$ cat config.mk
export PLATFORM = sky130hd
export DESIGN_NAME = alu_pipe
export DESIGN_NICKNAME = d
export VERILOG_FILES = /design/src/rtl/alu_pipe.sv
export SDC_FILE = /design/constraint.sdc
export NUM_CORES = 1
export LEC_CHECK = 0
export ABC_AREA = 1
export CAP_MARGIN = 40
export CORE_MARGIN = 2
export CORE_UTILIZATION = 61
export CTS_BUF_LIST = sky130_fd_sc_hd__clkbuf_8 sky130_fd_sc_hd__clkbuf_16
export CTS_CLUSTER_DIAMETER = 120
export DETAILED_ROUTE_END_ITERATION = 8
export MAX_ROUTING_LAYER = met4
export PLACE_DENSITY = 0.89
export SETUP_SLACK_MARGIN = 0.4
export SLEW_MARGIN = 40
export SYNTH_ARGS = -nofsm -noshare
export SYNTH_HDL_FRONTEND = slang
export SYNTH_SLANG_ARGS = --single-unit
$ cat constraint.sdc
create_clock -name clk -period 4.6 [get_ports clk]
set_input_delay 0.46 -clock clk [delete_from_list [all_inputs] [get_ports clk]]
set_output_delay 0.46 -clock clk [all_outputs]
set_load 0.01 [all_outputs]
$ cat src/rtl/alu_pipe.sv
`default_nettype none
// ============================================================================
// Module      : alu_pipe
// Description : Parametrised two-stage pipelined ALU with valid/ready flow
//               control. Stage 1 registers the operands and opcode. Stage 2
//               computes and registers the result and status flags.
//
//               Ports:
//                 clk, rst              clock, synchronous active-high reset
//                 in_valid / in_ready   input handshake (in_ready is combinational)
//                 a, b, c_in, operation operands, carry-in, 4-bit opcode
//                 out_valid / out_ready output handshake
//                 result                registered result
//                 c_out, overflow       adder flags (ADD/SUB only, else 0)
//                 zero, negative        result == 0, result MSB
// Revision    : 1.0 - initial release
// ============================================================================
module alu_pipe #(
    parameter int WIDTH   = 32,
    parameter int SHAMT_W = $clog2(WIDTH)
) (
    input  logic             clk,
    input  logic             rst,
    input  logic             in_valid,
    output logic             in_ready,
    input  logic [WIDTH-1:0] a,
    input  logic [WIDTH-1:0] b,
    input  logic             c_in,
    input  logic [3:0]       operation,
    output logic             out_valid,
    input  logic             out_ready,
    output logic [WIDTH-1:0] result,
    output logic             c_out,
    output logic             overflow,
    output logic             zero,
    output logic             negative
);

    localparam logic [3:0] c_OP_PASS = 4'd0;
    localparam logic [3:0] c_OP_NOT  = 4'd1;
    localparam logic [3:0] c_OP_ADD  = 4'd2;
    localparam logic [3:0] c_OP_SUB  = 4'd3;
    localparam logic [3:0] c_OP_OR   = 4'd4;
    localparam logic [3:0] c_OP_AND  = 4'd5;
    localparam logic [3:0] c_OP_SLT  = 4'd6;
    localparam logic [3:0] c_OP_XOR  = 4'd8;
    localparam logic [3:0] c_OP_NOR  = 4'd9;
    localparam logic [3:0] c_OP_SLTU = 4'd10;
    localparam logic [3:0] c_OP_SLL  = 4'd11;
    localparam logic [3:0] c_OP_SRL  = 4'd12;
    localparam logic [3:0] c_OP_SRA  = 4'd13;

    // Stage 1 registers
    logic             r_s1_valid;
    logic [WIDTH-1:0] r_s1_a;
    logic [WIDTH-1:0] r_s1_b;
    logic             r_s1_cin;
    logic [3:0]       r_s1_op;

    // Stage 2 (output) registers
    logic             r_out_valid;
    logic [WIDTH-1:0] r_result;
    logic             r_c_out;
    logic             r_overflow;
    logic             r_zero;
    logic             r_negative;

    // Flow control
    logic w_s2_adv;
    logic w_s1_adv;

    // Datapath
    logic             w_is_addsub;
    logic [WIDTH-1:0] w_b_eff;
    logic [WIDTH:0]   w_add_ext;
    logic             w_add_ovf;
    logic [WIDTH:0]   w_cmp_ext;
    logic             w_cmp_ovf;
    logic             w_slt;
    logic             w_sltu;
    logic [SHAMT_W-1:0] w_shamt;
    logic [WIDTH-1:0] w_res;

    assign w_s2_adv = !r_out_valid || out_ready;
    assign w_s1_adv = !r_s1_valid || w_s2_adv;
    assign in_ready = w_s1_adv;

    always_comb begin
        w_is_addsub = (r_s1_op == c_OP_ADD) || (r_s1_op == c_OP_SUB);
        w_b_eff     = (r_s1_op == c_OP_SUB) ? ~r_s1_b : r_s1_b;
        w_add_ext   = {1'b0, r_s1_a} + {1'b0, w_b_eff} + {{WIDTH{1'b0}}, r_s1_cin};
        w_add_ovf   = (r_s1_a[WIDTH-1] == w_b_eff[WIDTH-1]) &&
                      (w_add_ext[WIDTH-1] != r_s1_a[WIDTH-1]);

        // Compares use a dedicated a-b (carry-in fixed at 1) so they do not
        // depend on c_in. The signed result corrects the sign bit with the
        // overflow so that e.g. MAX_POS vs -1 compares correctly.
        w_cmp_ext = {1'b0, r_s1_a} + {1'b0, ~r_s1_b} + {{WIDTH{1'b0}}, 1'b1};
        w_cmp_ovf = (r_s1_a[WIDTH-1] != r_s1_b[WIDTH-1]) &&
                    (w_cmp_ext[WIDTH-1] != r_s1_a[WIDTH-1]);
        w_slt     = w_cmp_ext[WIDTH-1] ^ w_cmp_ovf;
        w_sltu    = ~w_cmp_ext[WIDTH];

        w_shamt = r_s1_b[SHAMT_W-1:0];

        w_res = '0;
        case (r_s1_op)
            c_OP_PASS: w_res = r_s1_a;
            c_OP_NOT:  w_res = ~r_s1_a;
            c_OP_ADD:  w_res = w_add_ext[WIDTH-1:0];
            c_OP_SUB:  w_res = w_add_ext[WIDTH-1:0];
            c_OP_OR:   w_res = r_s1_a | r_s1_b;
            c_OP_AND:  w_res = r_s1_a & r_s1_b;
            c_OP_SLT:  w_res = {{(WIDTH-1){1'b0}}, w_slt};
            c_OP_XOR:  w_res = r_s1_a ^ r_s1_b;
            c_OP_NOR:  w_res = ~(r_s1_a | r_s1_b);
            c_OP_SLTU: w_res = {{(WIDTH-1){1'b0}}, w_sltu};
            c_OP_SLL:  w_res = r_s1_a << w_shamt;
            c_OP_SRL:  w_res = r_s1_a >> w_shamt;
            c_OP_SRA:  w_res = $unsigned($signed(r_s1_a) >>> w_shamt);
            default:   w_res = '0;
        endcase
    end

    // Stage 1 valid bit
    always_ff @(posedge clk) begin
        if (rst) begin
            r_s1_valid <= 1'b0;
        end else if (w_s1_adv) begin
            r_s1_valid <= in_valid;
        end
    end

    // Stage 1 data: no reset needed, qualified by r_s1_valid
    always_ff @(posedge clk) begin
        if (w_s1_adv && in_valid) begin
            r_s1_a   <= a;
            r_s1_b   <= b;
            r_s1_cin <= c_in;
            r_s1_op  <= operation;
        end
    end

    // Stage 2: result and flags only change when a valid op moves in, so a
    // drained pipeline keeps showing the last delivered result.
    always_ff @(posedge clk) begin
        if (rst) begin
            r_out_valid <= 1'b0;
            r_result    <= '0;
            r_c_out     <= 1'b0;
            r_overflow  <= 1'b0;
            r_zero      <= 1'b0;
            r_negative  <= 1'b0;
        end else if (w_s2_adv) begin
            r_out_valid <= r_s1_valid;
            if (r_s1_valid) begin
                r_result   <= w_res;
                r_c_out    <= w_is_addsub && w_add_ext[WIDTH];
                r_overflow <= w_is_addsub && w_add_ovf;
                r_zero     <= (w_res == '0);
                r_negative <= w_res[WIDTH-1];
            end
        end
    end

    assign out_valid = r_out_valid;
    assign result    = r_result;
    assign c_out     = r_c_out;
    assign overflow  = r_overflow;
    assign zero      = r_zero;
    assign negative  = r_negative;

endmodule
`default_nettype wire

==> run metrics <==
routed wl met2 around 23000 µm; CP max stage delay 0.62 ns; peak supply drop 0.1969 mV; Final ANT Viol Nets 0; CP Launch Type register; Hold Buf Count CTS 0; worst-margin pin slew 0.8313 ns; routed wire length 56720 µm; Synth Net Count ~2500; Max Used Layer met4; clock sinks 106; die area about 23000 µm²; total power 0.003465 W; min Tclk post-route just under 4 ns; synth top area cells nand2_1 (20%), nand3_1 (16%), edfxtp_1 (15%); Top-Level Pins 111; clk_skew 0.02982 ns; Avg WL per Cell 21.44 µm; drt pass-1 iters 7; Clk pin slew, worst setup/hold paths 0.11 ns; Async SR Flop Fraction 0%; DR iter-0 viols 2978; Cell variety after synth 42; CP arrival between 4 and 5 ns; detailed placement HPWL about 44000 µm; Worst slew margin about 45%; Yosys Warn Count 0; most common cell in the netlist nand2_1; Synth Area per Inst approximately 5.9 µm²; I/O Buffers 110; Final Hold Vio Count 0; clock network latency to the later pin of the worst-skew pair ~0.4 ns; Worst Setup End Kind register; Die Height about 150 µm; dominant cell type by area after synthesis nand2_1; RSZ-0062 raised after global routing no; pin count of the biggest net entering global routing 70; Synth top area share 19.69%; Power Density approximately 230 nW/µm²; Post-Synthesis Cells 2285; CTS tree done; met1 wire length 20870 µm; layout cells sized above 1 3.512%; CP required 4.92 ns; core footprint 21820 µm²; Die Wd 153.1 µm; Tcrit/Tclk final a little under nine tenths; Synth Flop Type edfxtp_1; Max clock buf depth 2; Worst path top cell family by delay simple AND/OR/NAND/NOR gates; Non-Filler Instances 2645; vias in the first global route between 15000 and 20000; # setup viols final 0; GRT overflow 0; CTS H-tree depth 3; max_cap viols 0; Hold Path Class register to register; flops & latches, synth around 110; CP cell instances inv_1, ha_1, nor2_1, a21boi_0, nand2_1, nand3_1, a21oi_1, o211ai_1, nand2_1, nand4_1, nand2_1, fa_1, nor2_1, nand2_1, o2111ai_1, nor2_1, nand3_1, nor2_1, nand3_1, nor2_1, nand2_1, nor2_1, nand2_1, a21oi_1; leakage 7.925 nW; initial antenna violation count 2; Filler Cell Count between 1500 and 2000; vias 16630; Buf/Inv on CP 1; area growth from synthesis to layout 12.62%; final worst setup slack between 0.6 and 0.7 ns; Setup WS pre-CTS 0.6229 ns; Num CTS Buffers 9; top post-synthesis cells by count nand2_1 (711), nand3_1 (422), inv_1 (296); global-route wire length before repair 85640 µm; Critical-path top delay cell edfxtp_1; Post-route DRC 0; Post-layout nets 2562; DP Cell Count 2625; Std-Cell Rows 54; final setup TNS 0 ns; gpl congestion 1.145; fin. max-slew vios 0; Synth Cell Area 13560 µm²; Vias/cell approximately 6.3; status complete, no violations; crit-path max FO 6; Initial Util 62.12%; f_max 253.4 MHz; kind of critical path register to register; metal3 WL 8639 µm; post-synthesis sequential area ratio 20.75%; Post-synth EDFFs 69; All-Layer GR Usage 48.45%; root buffer cell clkbuf_16
[registers in the layout, summed over array words and instances, names as in the netlist]
signal and count:
result 32, r_s1_cin 1, r_s1_a 32, r_s1_op 4
overflow 1, out_valid 1, zero 1, c_out 1
r_s1_valid 1, r_s1_b 32
[metal layers]
| metal | global-route usage, % | vias up |
|---|---|---|
| met5 | - | - |
| met4 | 28.26 | 0 |
| met3 | 12.73 | 308 |
| met2 | 68.88 | 1364 |
| met1 | 61.90 | 7369 |
| li1 | - | 7588 |
[worst reg2reg max path, stage by stage (launching register included)]
cell and delay [ns]:
edfxtp_1 0.62, inv_1 0.15, ha_1 0.37, nor2_1 0.19
a21boi_0 0.13, nand2_1 0.15, nand3_1 0.09, a21oi_1 0.13
o211ai_1 0.09, nand2_1 0.11, nand4_1 0.08, nand2_1 0.12
fa_1 0.17, nor2_1 0.05, nand2_1 0.10, o2111ai_1 0.15
nor2_1 0.12, nand3_1 0.14, nor2_1 0.36, nand3_1 0.12
nor2_1 0.14, nand2_1 0.06, nor2_1 0.08, nand2_1 0.05
a21oi_1 0.11
[cell type report]
cell class	count	area (µm²)	share of cell area (%)
Inverter	306	1149	7.523
Tap cell	280	350.3	2.295
Timing Repair Buffer	151	1425	9.335
Sequential cell	106	2813	18.42
Clock inverter	7	86.33	0.5655
Antenna cell	2	5.005	0.03278
Clock buffer	9	225.2	1.475
Multi-Input combinational cell	1784	9214	60.35
[cells by family after synthesis]
logic type	count (synthesis)	share of synthesized area [%]
flip-flops	106	20.75
adder cells (fa/ha/maj)	131	12.26
AND/OR/NAND/NOR	1417	44.49
AO/OA/AOI/OAI	202	8.879
XOR/XNOR	34	2.197
buffers and inverters	395	11.44
[layout by cell type (no fill, tap or decap), types with 3 or more instances in the layout]
master             n
fa_1               3
nor2_1           204
o22ai_1           10
and2_1             6
or2_2              3
a21o_1             4
nand3b_1          14
o2111ai_1          5
o21ai_1           13
a21oi_1           62
o21ai_0           52
nor4_1             4
nand2_1          709
dfxtp_1           37
nor2_2             7
ha_1             128
xor2_1            33
nor3_1            19
nand4_1           21
clkbuf_16          9
inv_2             10
o21bai_1           7
o211ai_1          33
o221ai_1           7
nand3_1          422
nand2_2            5
inv_1            294
buf_4             39
clkdlybuf4s50_1  110
inv_6              3
edfxtp_1          69
[where the power goes]
group          switching, W  leakage [nW]  total (W)  internal, W
combinational      0.000953          6.79    0.00143     0.000475
clock              0.000476         0.152   0.000873     0.000397
sequential        0.0000855         0.979    0.00116      0.00108
[through the flow]
step           hold WS, ns  cell area, µm²  utilization [%]
3_3_place_gp        0.4547           14920            68.35
4_1_cts             0.4768           15230            69.80
2_1_floorplan       0.4900           13560                -
5_1_grt             0.5054           15270            69.96
3_5_place_dp        0.4618           14920            68.38
6_report            0.4774           15270            69.96
[timing repair]
item,CTS,global route
endpoints found under the setup margin,0,2
setup buffers,0,2
gates resized for setup,0,3
[path summary, 6_finish.rpt]
| check | slack [ns] | cells after the start | end | start |
|---|---|---|---|---|
| setup / recovery | 0.65 | 24 | zero | r_s1_a[7] |
| hold / removal | 0.48 | 2 | overflow | overflow |
| setup reg to reg | 0.65 | 24 | zero | r_s1_a[7] |
| hold reg to reg | 0.48 | 2 | overflow | overflow |
No activity file was read; power rests on OpenSTA's default activity.
